### config.mk
export PLATFORM = sky130hd
export DESIGN_NAME = gl_commit_ctrl
export DESIGN_NICKNAME = d
export VERILOG_FILES = /design/src/rtl/drac_pkg.sv /design/src/rtl/gl_commit_ctrl.sv
export SDC_FILE = /design/constraint.sdc
export NUM_CORES = 1
export LEC_CHECK = 0
export CAP_MARGIN = 20
export CORE_AREA = 4 4 172 174
export CTS_CLUSTER_DIAMETER = 100
export DETAILED_ROUTE_END_ITERATION = 12
export DIE_AREA = 0 0 176 178
export SYNTH_ARGS = -nofsm -noshare
export SYNTH_HDL_FRONTEND = slang
export SYNTH_SLANG_ARGS = --single-unit
export TNS_END_PERCENT = 1
### constraint.sdc
create_clock -name clk_i -period 3.1 [get_ports clk_i]
set_input_delay 0.62 -clock clk_i [delete_from_list [all_inputs] [get_ports clk_i]]
set_output_delay 0.62 -clock clk_i [all_outputs]
set_load 0.005 [all_outputs]
### src/rtl/drac_pkg.sv
// Shared types for the graduation-list commit path: instruction/exception records,
// physical register ids and the commit FSM encoding.
package drac_pkg;

  typedef logic [63:0] bus64_t;
  typedef logic [5:0]  phreg_t;
  typedef logic [5:0]  gl_index_t;

  typedef enum logic [1:0] {
    NOT_MEM,
    LOAD,
    STORE,
    AMO
  } mem_type_t;

  // An all-zero entry means the graduation list has nothing ready in that slot.
  typedef struct packed {
    logic      valid;
    bus64_t    pc;
    mem_type_t mem_type;
    logic      is_csr;
    logic      ex_valid;
    logic      regfile_we;
    phreg_t    old_prd;
  } gl_instruction_t;

  typedef struct packed {
    logic [4:0] cause;
    bus64_t     origin;
    logic       valid;
  } exception_t;

  typedef enum logic [1:0] {
    RUN,
    WAIT_STORE,
    WAIT_CSR,
    FLUSH
  } commit_state_t;

  localparam logic [1:0] READ_HEAD_NONE = 2'b00;
  localparam logic [1:0] READ_HEAD_ONE  = 2'b01;
  localparam logic [1:0] READ_HEAD_TWO  = 2'b11;

  function automatic logic is_mem_commit(input gl_instruction_t ins);
    return (ins.mem_type == STORE) || (ins.mem_type == AMO);
  endfunction

endpackage

### src/rtl/gl_commit_ctrl.sv
// Commit controller: retires up to two graduation-list head entries per cycle and
// sequences stores/AMOs, CSRs and exceptions through the LSU, CSR unit and flush.
module gl_commit_ctrl
  import drac_pkg::*;
(
  input  logic                  clk_i,
  input  logic                  rstn_i,
  input  gl_instruction_t [1:0] instruction_i,
  input  gl_index_t             commit_gl_entry_i,
  input  exception_t            exception_i,
  output logic [1:0]            read_head_o,
  output logic                  store_commit_o,
  input  logic                  store_ack_i,
  output logic                  csr_req_o,
  input  logic                  csr_ack_i,
  input  logic                  csr_flush_i,
  output logic [1:0]            free_valid_o,
  output phreg_t [1:0]          free_preg_o,
  output logic                  flush_commit_o,
  output exception_t            xcpt_o,
  output bus64_t                xcpt_pc_o,
  input  logic                  commit_stall_i,
  output logic [63:0]           instret_o,
  output commit_state_t         state_o
);

  // Handshakes: store_commit_o is a one-cycle request completed by store_ack_i;
  // csr_req_o stays high until the cycle csr_ack_i (with csr_flush_i) arrives.
  commit_state_t   state, next_state;
  logic [63:0]     instret;
  logic [1:0]      read_head;
  logic [1:0]      retire_cnt;
  logic            store_commit, csr_req, flush, take_xcpt;
  logic            slot1_plain;
  gl_instruction_t slot0, slot1;

  assign slot0 = instruction_i[0];
  assign slot1 = instruction_i[1];
  assign slot1_plain = slot1.valid && !slot1.ex_valid && !is_mem_commit(slot1) && !slot1.is_csr;

  // The head index and slot-1 pc carry no information the commit decision needs.
  logic unused_ok;
  assign unused_ok = ^{commit_gl_entry_i, slot1.pc};

  always_comb begin
    next_state   = state;
    read_head    = READ_HEAD_NONE;
    store_commit = 1'b0;
    csr_req      = 1'b0;
    flush        = 1'b0;
    take_xcpt    = 1'b0;
    case (state)
      RUN: begin
        if (!commit_stall_i && slot0.valid) begin
          if (slot0.ex_valid) begin
            if (exception_i.valid) begin
              flush      = 1'b1;
              take_xcpt  = 1'b1;
              next_state = FLUSH;
            end
          end else if (is_mem_commit(slot0)) begin
            store_commit = 1'b1;
            next_state   = WAIT_STORE;
          end else if (slot0.is_csr) begin
            csr_req    = 1'b1;
            next_state = WAIT_CSR;
          end else begin
            read_head = slot1_plain ? READ_HEAD_TWO : READ_HEAD_ONE;
          end
        end
      end
      WAIT_STORE: begin
        if (store_ack_i) begin
          read_head  = READ_HEAD_ONE;
          next_state = RUN;
        end
      end
      WAIT_CSR: begin
        csr_req = 1'b1;
        if (csr_ack_i) begin
          read_head = READ_HEAD_ONE;
          if (csr_flush_i) begin
            flush      = 1'b1;
            next_state = FLUSH;
          end else begin
            next_state = RUN;
          end
        end
      end
      FLUSH:   next_state = RUN;
      default: next_state = RUN;
    endcase
  end

  assign retire_cnt = {1'b0, read_head[0]} + {1'b0, read_head[1]};

  always_ff @(posedge clk_i or negedge rstn_i) begin
    if (!rstn_i) begin
      state   <= RUN;
      instret <= '0;
    end else begin
      state   <= next_state;
      instret <= instret + {62'd0, retire_cnt};
    end
  end

  // Decisions are combinational on the head entries, so they are masked while in reset.
  assign read_head_o     = rstn_i ? read_head : READ_HEAD_NONE;
  assign store_commit_o  = rstn_i && store_commit;
  assign csr_req_o       = rstn_i && csr_req;
  assign flush_commit_o  = rstn_i && flush;
  assign free_valid_o[0] = rstn_i && read_head[0] && slot0.regfile_we;
  assign free_valid_o[1] = rstn_i && read_head[1] && slot1.regfile_we;
  assign free_preg_o[0]  = free_valid_o[0] ? slot0.old_prd : '0;
  assign free_preg_o[1]  = free_valid_o[1] ? slot1.old_prd : '0;
  assign xcpt_o          = (rstn_i && take_xcpt) ? exception_i : '0;
  assign xcpt_pc_o       = (rstn_i && take_xcpt) ? slot0.pc : '0;
  assign instret_o       = instret;
  assign state_o         = state;

endmodule

==> out/metrics.cfg <==
[outcome]
status = complete, no violations

[yosys]
syn_area_um2 = 4240
synth_common_cells = 141 x and2_1, 66 x dfrtp_1, 34 x xor2_1
synth_top_area_share = 0.389
syn_inst = 475
synth_seq_cells = 66
syn_nets = 711
synth.distinct_cells = 38
synthArstFlopShare = 1.00
yosysMostFrequentCell = and2_1
synth_enable_flop_cells = 0
synthTopCellsByArea = dfrtp_1 39%, and2_1 21%, xor2_1 7.0%
yosysWarnings = 0
synth.avg_cell_area_um2 = 8.93
synth_top_area_cell = dfrtp_1
seq_area_frac_synth = 0.389
synth_ff_type = dfrtp_1

[final_layout]
multiInputGateArea_um2 = 2550
syn_to_final_growth_pct = 118
drive_gt1_frac = 0.130
final_area_um2 = 9230
fin_nets = 1140
n_fill_cell = 2934
final_cells = 1288
ff_latch_area_um2 = 1650

[global_routing]
grt_pass1_vias = 5291
grt_max_degree = 62
overflow = 0
grt_pass1_wl_um = 36500
grt.total_usage = 0.155
antenna_found_initial = 1

[route]
drt_iter0_drc = 210
vias_per_cell = 3.97
final_antenna_net_count = 0
num_vias = 5113
dr.pass1.iters = 4
wl_met1_um = 10900
wl_per_cell_um = 20.2
highest_layer = met5
remaining_drc_errors = 0
met3_wirelength_um = 2630
drt-total-wl_um = 26000
wl_met2_um = 12200

[power]
p_clk_frac = 0.371
intPower_w = 0.00205
peakVddDrop_v = 0.000234
p_leak_nw = 4.56
p_comb_frac = 0.271
seq_power_share = 0.358
sw_frac_of_total = 0.259
power.density_nw_per_um2 = 300
p_sw_w = 0.000715

[critical_path]
worstSetupPathType = input port to output port
endpoint_kind = output port
start_kind = input port
critical_path.max_fanout = 4
cp_data_arrival_time_ns = 2.39
required_ns = 2.48

[die]
die-area_um2 = 31300
die_y_um = 178
core_area_um2 = 27800
fp.dieW_um = 176
rows = 61
io_pins = 453
start_util = 0.153

[placed_design]
place_inst = 1253
hpwl_um = 21200
place_area_um2 = 8780
place_congestion = 0.865
port_buffers = 380

[clock_tree]
ctsHoldBuffers = 0
clk_root_buffer_cell = clkbuf_16
clk_pin_slew_ns = 0.05
cts_made_buffers = 9
cts_tree = yes
worstSkewPairLatency_ns = 0.33
htreeDepth = 3
cts_sinks = 66
cts_buffer_depth = 2

[timing]
fmax_mhz = 332
relSlewSlack = 0.456
drv_slew = 0
finalSetupViolCount = 0
final_hold_viol_count = 0
fin_worst_skew_ns = 0.00594
rsz0062_at_grt = true
finalCriticalPeriod_ns = 3.01
period_share = 0.972
worstMarginPinSlew_ns = 0.815

[job]
maxCapViolations = 0

[min_path]
hp-class = input port to asynchronous set/reset pin

-- area by class of cell --
cell class	count	share of cell area
timing repair buffer	435	0.454
multi-input combinational	375	0.276
sequential	66	0.179
tap	378	0.0512
clock buffer	14	0.0286
inverter	17	0.00691
clock inverter	2	0.00380
antenna	1	0.000271
-- cells by family after synthesis --
logic type | Yosys count | share of synthesized area
adder cells (fa/ha/maj) | 2 | 0.00767
AND/OR/NAND/NOR | 302 | 0.431
XOR/XNOR | 62 | 0.128
buffers and inverters | 34 | 0.0304
AO/OA/AOI/OAI | 9 | 0.0139
flip-flops | 66 | 0.389
-- registers in the layout, indices dropped and copies added (netlist names) --
signal	count
instret_o	64
state_o	2
-- per-stage QoR --
stage                     total power (W)  setup TNS [ns]  hold slack [ns]  worst slack, ns  utilization
final                             0.00276               0            0.298           0.0883        0.332
after CTS                         0.00279         -0.0864            0.282          -0.0864        0.330
after global routing              0.00290         -0.0641            0.297          -0.0283        0.332
after global placement            0.00169          -65.50            0.477           -0.597        0.316
after floorplan                   0.00114          -0.156            0.324          -0.0750            -
after detailed placement          0.00170          -70.40            0.471           -0.666        0.316
-- path summary, 6_finish.rpt --
| kind | from | to | slack, ns | depth (start not counted) |
|---|---|---|---|---|
| min | rstn_i | instret_o[0] | 0.30 | 2 |
| min reg2reg | instret_o[58] | instret_o[58] | 0.48 | 1 |
| max reg2reg | state_o[1] | instret_o[28] | 0.12 | 12 |
| max | commit_stall_i | xcpt_pc_o[46] | 0.09 | 11 |
| min in group clk_i | instret_o[58] | instret_o[58] | 0.48 | 1 |
| max in group asynchronous | rstn_i | instret_o[1] | 1.98 | 2 |
-- critical path: stages --
cell and delay (ns):
buf_6 0.09, nand2b_4 0.14, nor3_4 0.17, buf_4 0.14
buf_4 0.10, nand2_2 0.06, nor2_4 0.19, buf_4 0.15
buf_4 0.11, and2_1 0.12, clkdlybuf4s50_1 0.50
-- timing repair --
item,CTS,global route
gates cloned,3,0
setup endpoints to repair,193,31
pin swaps,13,3
setup buffers,13,2
gates resized for setup,175,7
-- power by group through the flow --
stage          Combinational (W)  Clock [W]  Sequential, W
6_report                0.000748    0.00103       0.000991
2_1_floorplan           0.000162          0       0.000983
5_1_grt                 0.000809    0.00109        0.00100
3_3_place_gp            0.000699          0       0.000990
3_5_place_dp            0.000699          0       0.000997
4_1_cts                 0.000747    0.00105       0.000991
-- metal layers --
metal / up-vias / track usage
met5: - / 0
met4: 2 / 0.0231
met3: 16 / 0.0613
met2: 224 / 0.253
met1: 2456 / 0.199
li1: 2415 / -
-- cells in the final DEF, fill, tap and decap left out, drive strengths merged, types with 17 or more instances in the layout --
cell type	instances
clkdlybuf4s50	235
dlygate4sd2	134
and2	141
buf	63
inv	17
nor2	32
xnor2	28
nand4	18
nand2	28
nand3	23
dfrtp	66
nor3	29
xor2	34
(Power assumes the default switching activity.)
